## src/rtl/instr_fetch_mem.sv

```systemverilog
// Instruction fetch memory: single-cycle registered fetch with halt/fault detection
// and a program-load write port that stays live in every state, including reset.
module instr_fetch_mem #(
  parameter int                 DATA_W    = 32,
  parameter int                 DEPTH     = 32,
  parameter int                 ADDR_W    = 32,
  parameter logic [DATA_W-1:0]  HALT_WORD = '0,
  parameter int                 CNT_W     = 16
) (
  input  logic                       clock,
  input  logic                       reset,
  input  logic                       req,
  input  logic [ADDR_W-1:0]          pc,
  output logic [DATA_W-1:0]          instr,
  output logic                       valid,
  output logic                       halted,
  output logic [1:0]                 fault,
  output logic [CNT_W-1:0]           fetch_count,
  input  logic                       load_en,
  input  logic [$clog2(DEPTH)-1:0]   load_addr,
  input  logic [DATA_W-1:0]          load_data
);

  localparam int AW = $clog2(DEPTH);

  typedef enum logic [1:0] {
    S_RUN   = 2'd0,
    S_HALT  = 2'd1,
    S_FAULT = 2'd2
  } state_t;

  // Memory powers up full of HALT_WORD so a stray fetch of unloaded space stops cleanly.
  logic [DATA_W-1:0] mem_q [DEPTH] = '{default: HALT_WORD};

  state_t             state_q;
  logic [DATA_W-1:0]  instr_q;
  logic               valid_q;
  logic               halted_q;
  logic [1:0]         fault_q;
  logic [CNT_W-1:0]   cnt_q;

  logic               misaligned;
  logic               out_of_range;
  logic [DATA_W-1:0]  rd_word;

  function automatic logic [CNT_W-1:0] sat_inc(input logic [CNT_W-1:0] v);
    return (&v) ? v : v + CNT_W'(1);
  endfunction

  assign misaligned   = (pc[1:0] != 2'b00);
  assign out_of_range = ((pc >> 2) >= ADDR_W'(DEPTH));
  assign rd_word      = mem_q[pc[AW+1:2]];

  // Write port ignores reset; the read above sees the pre-edge contents (read-before-write).
  always_ff @(posedge clock) begin
    if (load_en && ({1'b0, load_addr} < (AW+1)'(DEPTH)))
      mem_q[load_addr] <= load_data;
  end

  // Fetch stage: decode the request and register the response one cycle later.
  always_ff @(posedge clock) begin
    if (reset) begin
      state_q  <= S_RUN;
      instr_q  <= '0;
      valid_q  <= 1'b0;
      halted_q <= 1'b0;
      fault_q  <= 2'b00;
      cnt_q    <= '0;
    end else begin
      valid_q <= 1'b0;
      if (state_q == S_RUN && req) begin
        if (misaligned) begin
          state_q <= S_FAULT;
          fault_q <= 2'b01;
        end else if (out_of_range) begin
          state_q <= S_FAULT;
          fault_q <= 2'b10;
        end else if (rd_word == HALT_WORD) begin
          state_q  <= S_HALT;
          halted_q <= 1'b1;
        end else begin
          instr_q <= rd_word;
          valid_q <= 1'b1;
          cnt_q   <= sat_inc(cnt_q);
        end
      end
    end
  end

  assign instr       = instr_q;
  assign valid       = valid_q;
  assign halted      = halted_q;
  assign fault       = fault_q;
  assign fetch_count = cnt_q;

endmodule

```

## config.mk

```make
export PLATFORM = sky130hd
export DESIGN_NAME = instr_fetch_mem
export DESIGN_NICKNAME = d
export VERILOG_FILES = /design/src/rtl/instr_fetch_mem.sv
export SDC_FILE = /design/constraint.sdc
export NUM_CORES = 1
export LEC_CHECK = 0
export CAP_MARGIN = 10
export CORE_AREA = 2 2 378 380
export DETAILED_ROUTE_END_ITERATION = 16
export DIE_AREA = 0 0 380 382
export GPL_TIMING_DRIVEN = 0
export SETUP_SLACK_MARGIN = 0.3
export SYNTH_ARGS = -nofsm -noshare
export SYNTH_HDL_FRONTEND = slang
export SYNTH_SLANG_ARGS = --single-unit
```

## constraint.sdc

```tcl
create_clock -name clock -period 4.2 [get_ports clock]
set_clock_uncertainty 0.1 [all_clocks]
set_input_delay 0.84 -clock clock [delete_from_list [all_inputs] [get_ports clock]]
set_output_delay 0.84 -clock clock [all_outputs]
set_load 0.005 [all_outputs]
```

# Word-level counts from Yosys, hierarchy flattened
# Memories as Yosys holds them, arrays and structs flattened.
# Cells that the tools add are included.
# op_classes
magnitude_cmp	1
muxes	8
reduce_logical	13
n_bitwise	5
addsub	1
# op_table
op	n
zero test 32 bit	1
>= comparator 30 x 6 -> 1 bit (second input constant)	1
adder 16 x 1 -> 16 bit (second input constant)	1
AND reduction 16 bit	1
two-way mux 2 bit	5
AND reduction 4 bit	2
inverter 1 bit	5
AND reduction 5 bit	1
AND reduction 2 bit	2
nonzero test 2 bit	2
OR reduction 4 bit	1
two-way mux 1 bit	3
nonzero test 3 bit	1
zero test 2 bit	1
logical AND 1 bit	1
# totals
inputBits	73
regBits	54
memories	1
word_cells	35
ramBits	1024
out_inout_bits	52
# memory_table
memory	depth	word_bits	rd	rd_ports_with_merged_regs	write_ports	line	rtl
mem_q	32	32	1	0	1	33	logic [DATA_W-1:0] mem_q [DEPTH] = '{default: HALT_WORD};

# Longest topological paths before layout
# Gate-level depths: netlist of run 1.
# An unclocked memory read counts as a cell.
# logic_depth
ltp_word	5
ltp_mapped	16
mapped_depth_nobuf	9

# Least setup slack after synthesis of run 1
# Ideal clock, no wire load.
# synth_timing
path_type	input port to flip-flop
startpoint	in pc[2]
endpoint	reg cnt_q[5] (netlist: fetch_count[5])
setup_slack_ns	0.598
cell_stages	14
setup_time_ns	0.123
arrival_ns	3.378
path_buffers	5
path_cell_list	buf_2 > buf_6 > buf_6 > buf_4 > mux4_2 > nand2_1 > o211ai_1 > nand2_1 > nand4_1 > nor4_4 > a311oi_2 > buf_6 > nand4_1 > mux2_1
# synth_between
elab_chain_cells	4
elab_cells_between_ends	6
# synth_rtl
item	line	rtl
start, declared	13	input logic [ADDR_W-1:0] pc,
memory (32 x 32 bit)	n/a	
zero test 32 bit	78	end else if (rd_word == HALT_WORD) begin
inverter 1 bit (no source line)	n/a	
AND reduction 5 bit (no source line) *	n/a	
end signal, assigned	84	cnt_q <= sat_inc(cnt_q);
end, declared	40	logic [CNT_W-1:0] cnt_q;
# Mark *: on every way between the ends. The rest lies on a longest branch, timed or not.
# A chain may end at the register's enable or synchronous reset.

# Worst setup path in the final report of run 1
# layout_timing
startpoint	in pc[2]
endpoint	reg instr_q[30] (netlist: instr[30])
# layout_between
elab_chain_cells	4
elab_cells_between_ends	6
# layout_rtl
item	line	rtl
memory (32 x 32 bit)	n/a	
zero test 32 bit	78	
inverter 1 bit (no source line)	n/a	
AND reduction 4 bit (no source line)	n/a	
end signal, assigned	82	instr_q <= rd_word;
end, declared	36	logic [DATA_W-1:0] instr_q;
# Several ways; a longest one is shown, not always the timed one.

==> run summary, run 1 <==
drt pass-1 iters - 6
Die Area - 145200 sq um
row count - 138
Avg WL per Cell - 28.09 microns
synth unique cells - 65
most area-hungry cell type in the Yosys netlist - edfxtp_1
DRC - 0
final WL - 126400 microns
nets - 2591
Hold Path Class - register to register
R2R Setup Slk - 1100 ps
cts hold-fix bufs - 0
synth top area cells - edfxtp_1 73%, mux2i_1 6.5%, mux4_2 5.6%, dfxtp_1 2.6%, a22oi_1 2.1%
Total GRT Usage - 17.00%
WHS Path Cells - 2
Worst Tran Pin Value - 1221 ps
count leader, synth - edfxtp_1
die height - 382 microns
Finished Layout Cells - 4501
CTS clk-pin slew, worst paths - 60 ps
top-area cell type share of the netlist area - 73.10%
status - completed
CTS tree - done
clock sinks - 1078
initial antenna violation count - 8
DRT antenna net count - 0
hold_ws - 353.2 ps
cell mode on critical path - buf_4
vias in the first global route - 22720
Setup TNS Final - 0 ps
Final setup viols - 0
Vias - 22950
remaining global-route overflow - 0
critical path fanouts, max - 10
Crit path required time - 4630 ps
largest family of logic cells by synthesized area - multiplexers
CP Class - primary input to register
register area - 31830 sq um
compound-cell area share of the yosys netlist - 4.358%
syn nets - 2293
number of flops mapped to enable cells by yosys - 1024
CTS root buf - clkbuf_16
Layout area overhead - 20.76%
mux contribution to synthesized area - 13.59%
n_diodes - 0
Pwr Total - 22.55 mW
Hold Startpoint - halted
startpoint class of the critical path - primary input
# H-tree levels - 3
critical path endpoint category - register
Worst-Skew Late Latency - 710 ps
Post-Synth Adder-Cell Area - 0.02975%
# placed instances - 4267
area occupied by multi-input gates - 9783 sq um
final-report hold violation count - 0
Port Buf Inserts - 122
fraction of registers with async set/reset - 0%
clock buffer count from CTS - 110
FF-to-FF End - instr[30]
mapped cell area - 42060 sq um
core area - 140900 sq um
PwrDens - 444.0 nW/um^2
worst reg2reg path depth - 11
Synth Area in XOR/XNOR - 0.02082%
fmax - 262.2 MHz
Via density - 5.098
DPL Wire Length - 82090 microns
Slew Limit Fails - 0
#FFs+latches synth - 1078
RSZ-0062 raised after global routing - no
Placer Congestion - 0.7899
LEAKAGE - 16.64 nW
CP Cell Sequence - buf_2, buf_6, buf_4, clkbuf_4, mux2i_1, a22oi_1, nand3_1, nor3_4, buf_4, or4_1, nor2_4, buf_12, a31oi_4, buf_4, buf_16, mux2i_1, nor2_1
final core area utilization - 36.05%
Clock Tree Buf Depth - 3
Yosys warning count - 0
Worst Path Arrival - 4250 ps
slew margin rel. - 18.36%
Hold EP - halted
first-pass GRT wire length - 174000 microns
Mapped Cells - 2219
Synth top cells by count - 1024 x edfxtp_1, 273 x mux2i_1, 119 x a22oi_1
Die Wd - 380 microns
initial core utilization - 29.85%
syn avg cell area - 18.96 sq um
maximum vdd drop - 0.0003542 V
largest net degree at the start of global routing - 33
crit path time final - 3813 ps
I/O pins - 125
Tcrit/Tclk final - 90.80%
post-synthesis simple-gate area fraction - 4.218%
Max-cap violations - 0
fraction of layout instances using a drive strength above 1 - 21.37%
worst stage delay on the critical path - 390 ps
worst reg2reg startpoint - mem_q[28][8]
# fillers - 13060
drt initial violations - 2688
Slowest-stage cell, CP - clkbuf_4
top_reg_cell synth - edfxtp_1
Seq/Total Area, Yosys - 75.67%
==> per-stage QoR <==
stage / cell area (sq um) / worst slack, ps
floorplan: 42060 / 598.3
global placement: 45650 / -2250
detailed placement: 46620 / -1559
CTS: 50520 / 301.4
global route: 50800 / 294.5
finish: 50800 / 386.5
==> final cells by class <==
class | count | share of cell area (%)
Inverter | 11 | 0.08128
Tap cell | 1890 | 4.655
Sequential cell | 1078 | 62.66
Timing Repair Buffer | 186 | 4.370
Clock buffer | 150 | 5.857
Buffer | 123 | 2.259
Multi-Input combinational cell | 1007 | 19.26
Clock inverter | 56 | 0.8572
==> how the worst max path moves through the flow <==
stage	from	end	cells past startpoint
floorplan	pc[2]	fetch_count[5]	14
global placement	load_en	mem_q[20][10]	4
detailed placement	pc[6]	instr[0]	15
CTS	pc[2]	fetch_count[1]	16
global route	pc[2]	instr[30]	17
finish	pc[2]	instr[30]	17
==> metal layers <==
layer	global-route usage (%)	wire length [microns]	vias to the layer above
li1	-	-	9625
met1	22.29	50500	11970
met2	27.48	59630	1165
met3	4.891	13410	176
met4	4.777	2844	8
met5	0	46	-
==> cells in the final DEF, fill, tap and decap left out, types with 23 or more instances in the layout <==
cell             count
a22oi_1            118
buf_12              41
buf_4               52
buf_6               37
clkbuf_1            47
clkbuf_16          112
clkdlybuf4s50_1    119
clkinv_1            31
dfxtp_1             54
edfxtp_1          1024
mux2_2              33
mux2i_1            272
mux4_2             104
nand2_1             67
nand3_1             29
nand4_1             23
nor2_1              59
nor2_4              34
o22ai_1             37
==> cell families after synthesis <==
family | after synthesis
compound gates | 249
xor+xnor | 1
fa+ha+maj | 1
buf+inv | 134
flops | 1078
mux | 430
simple gates | 326
==> critical path: cells and delay by family <==
family	cells	cell delay, ps
and+or+nand+nor	5	760
buffers and inverters	8	1820
AOI/OAI and AO/OA	2	460
muxes	2	340
==> where the power goes <==
| part | leakage, nW | internal, mW | switching [mW] | total, mW |
|---|---|---|---|---|
| logic | 5.32 | 0.472 | 0.830 | 1.30 |
| registers | 9.66 | 11.9 | 0.0266 | 11.9 |
| clock network | 1.66 | 5.26 | 4.07 | 9.33 |
==> sequential cells by signal, summed over array words and instances, names as in the netlist <==
name / count
fault: 2
halted: 1
valid: 1
instr: 32
mem_q: 1024
state_q: 2
fetch_count: 16
==> timing repair <==
action                     in CTS  in global routing
buffers inserted               24                  2
pin swaps                      14                 10
gates resized for setup        76                 76
gates cloned                    1                  0
setup endpoints to repair      51                 51
hold endpoints to repair        0                  0
Note: power is estimated with default switching activity, not from simulation.
==> run 2: changes to the inputs <==
--- a/config.mk
+++ b/config.mk
@@ -9,6 +9,7 @@
 export CORE_AREA = 2 2 378 380
 export DETAILED_ROUTE_END_ITERATION = 16
 export DIE_AREA = 0 0 380 382
+export DONT_BUFFER_PORTS = 1
 export GPL_TIMING_DRIVEN = 0
 export SETUP_SLACK_MARGIN = 0.3
 export SYNTH_ARGS = -nofsm -noshare
==> run 2 against run 1 <==
Global-route usage down 0.082 points. Flip-flop and latch count stayed put. Critical endpoint is now fetch_count[1]. Maximum frequency increased by 0.30%. Register-to-register slack hardly changed. Die area stayed put. Combinational power decreased by 19%. Sequential power is essentially flat. Routed wire length fell by 0.69%. First-iteration DRC count is 3.4% lower. Setup slack improved by 11 ps. Critical path type unchanged. Cell count fell by 2.8%.
==> run summary, run 2 (same netlist as run 1, synthesis figures left out) <==
maximum vdd drop - 0.0003542 V
CP Cell Sequence - buf_6, buf_8, or3b_1, clkbuf_1, buf_2, o22ai_1, nor2_1, nand2_1, nand4_1, nor4_4, buf_4, a311oi_2, buf_6, buf_6, mux2i_1, nor2_1
final-report hold violation count - 0
fraction of layout instances using a drive strength above 1 - 22.66%
CTS tree - done
R2R Setup Slk - 1110 ps
# H-tree levels - 3
Total GRT Usage - 16.92%
Tcrit/Tclk final - 90.53%
critical path fanouts, max - 10
cts hold-fix bufs - 0
Clock power frac - 43.3%
Slowest-stage cell, CP - buf_2
Pint - 17.98 mW
drt initial violations - 2596
clock sinks - 1078
Crit path required time - 4620 ps
nets - 2464
crit path time final - 3802 ps
startpoint class of the critical path - primary input
first-pass GRT wire length - 173900 microns
CP Class - primary input to register
final WL - 125600 microns
slew margin rel. - 23.10%
Port Buf Inserts - 0
Die Wd - 380 microns
Via density - 5.140
max reg flops - 1024
Final setup viols - 0
initial antenna violation count - 3
RSZ-0062 raised after global routing - yes
Avg WL per Cell - 28.69 microns
Clock Tree Buf Depth - 3
I/O pins - 125
Gate power share - 4.6%
cell mode on critical path - buf_6
Worst Tran Pin Value - 1154 ps
Sw Ratio - 21.32%
Crit path max-delay family - buffers and inverters
Worst Path Arrival - 4220 ps
status - completed
die height - 382 microns
Place WS - -1093 ps
largest net degree at the start of global routing - 33
clock buffer count from CTS - 110
initial core utilization - 29.85%
fmax - 263.0 MHz
remaining global-route overflow - 0
Hold Path Class - primary input to register
DPL Wire Length - 82470 microns
worst stage delay on the critical path - 430 ps
CTS clk-pin slew, worst paths - 60 ps
core area - 140900 sq um
Crit path buffers/inverters - 7
Slew Limit Fails - 0
most common cell after layout, fill and taps aside - edfxtp_1
register with the most flip-flops - mem_q
DRC - 0
most frequent cells in the layout - 1024 x edfxtp_1, 273 x mux2i_1, 118 x a22oi_1, 111 x clkbuf_16, 104 x mux4_2
critical path endpoint category - register
CTS root buf - clkbuf_16
drt pass-1 iters - 5
Max-cap violations - 0
PwrDens - 459.5 nW/um^2
part of the power in registers - 52.1%
NetSw - 4.871 mW
Placer Congestion - 0.7840
Layout area overhead - 18.24%
LEAKAGE - 16.29 nW
Vias - 22490
Worst-Skew Late Latency - 710 ps
Die Area - 145200 sq um
DRT antenna net count - 0
final core area utilization - 35.30%
row count - 138
vias in the first global route - 22070
final worst slack - 397.9 ps
==> run 2: changes by cell type in the layout (fill, tap and decap cells not counted), sizes merged, moves of 2 or more <==
| cell | before | now |
|---|---|---|
| clkdlybuf4s50 | 119 | 0 |
| clkbuf | 187 | 166 |
| bufinv | 5 | 11 |
| clkinv | 45 | 51 |
| clkinvlp | 1 | 4 |
| inv | 16 | 14 |
==> run 2: worst paths after layout <==
check | from | cells past startpoint | end
worst max-delay path | pc[3] | 16 | fetch_count[1]
worst min-delay path | load_data[30] | 0 | mem_q[20][30]
worst max register to register | mem_q[22][2] | 11 | fetch_count[5]
worst min register to register | state_q[1] | 2 | state_q[1]
==> run 2: through the flow <==
step / area (sq um) / std cells / setup TNS [ps] / power (mW) / hold slack (ps)
floorplan: 42060 / 2219 / 0 / 12.73 / 325.5
global route: 49730 / 4375 / 0 / 23.42 / 95.34
detailed placement: 45650 / 4152 / -44130 / 13.14 / 343.8
CTS: 49530 / 4368 / 0 / 22.94 / 86.25
finish: 49740 / 4376 / 0 / 22.85 / 122.0
global placement: 44430 / 4109 / -1314920 / 13.10 / 343.7
==> run 2: layer usage <==
layer	GRT usage (%)	share of wire, %
met5	0	0.010
met4	3.740	1.7
met3	4.119	9.4
met2	27.65	48
met1	22.80	41
==> run 2: what timing repair did <==
| item | CTS | global route |
|---|---|---|
| pin swaps | 5 | 7 |
| gates cloned | 0 | 0 |
| setup buffers | 9 | 8 |
| gates resized for setup | 38 | 33 |
| setup endpoints to repair | 49 | 48 |
==> run 2: final cells by class <==
class	instances	area (sq um)
flip-flops and latches	1078	31830
repair buffers	60	1134
well taps	1890	2365
fillers	13080	91160
clock inverters	69	713.2
clock buffers	138	2969
plain buffers	122	994.7
inverters	11	41.29
diodes	1	2.502
multi-input cells	1007	9686
==> run 2: power groups by stage <==
stage,registers [mW],clock network [mW],logic (mW)
finish,11.9,9.89,1.05
global route,11.9,10.4,1.09
CTS,11.9,10.0,1.02
detailed placement,12.1,0,0.998
global placement,12.1,0,0.957
floorplan,12.1,0,0.599
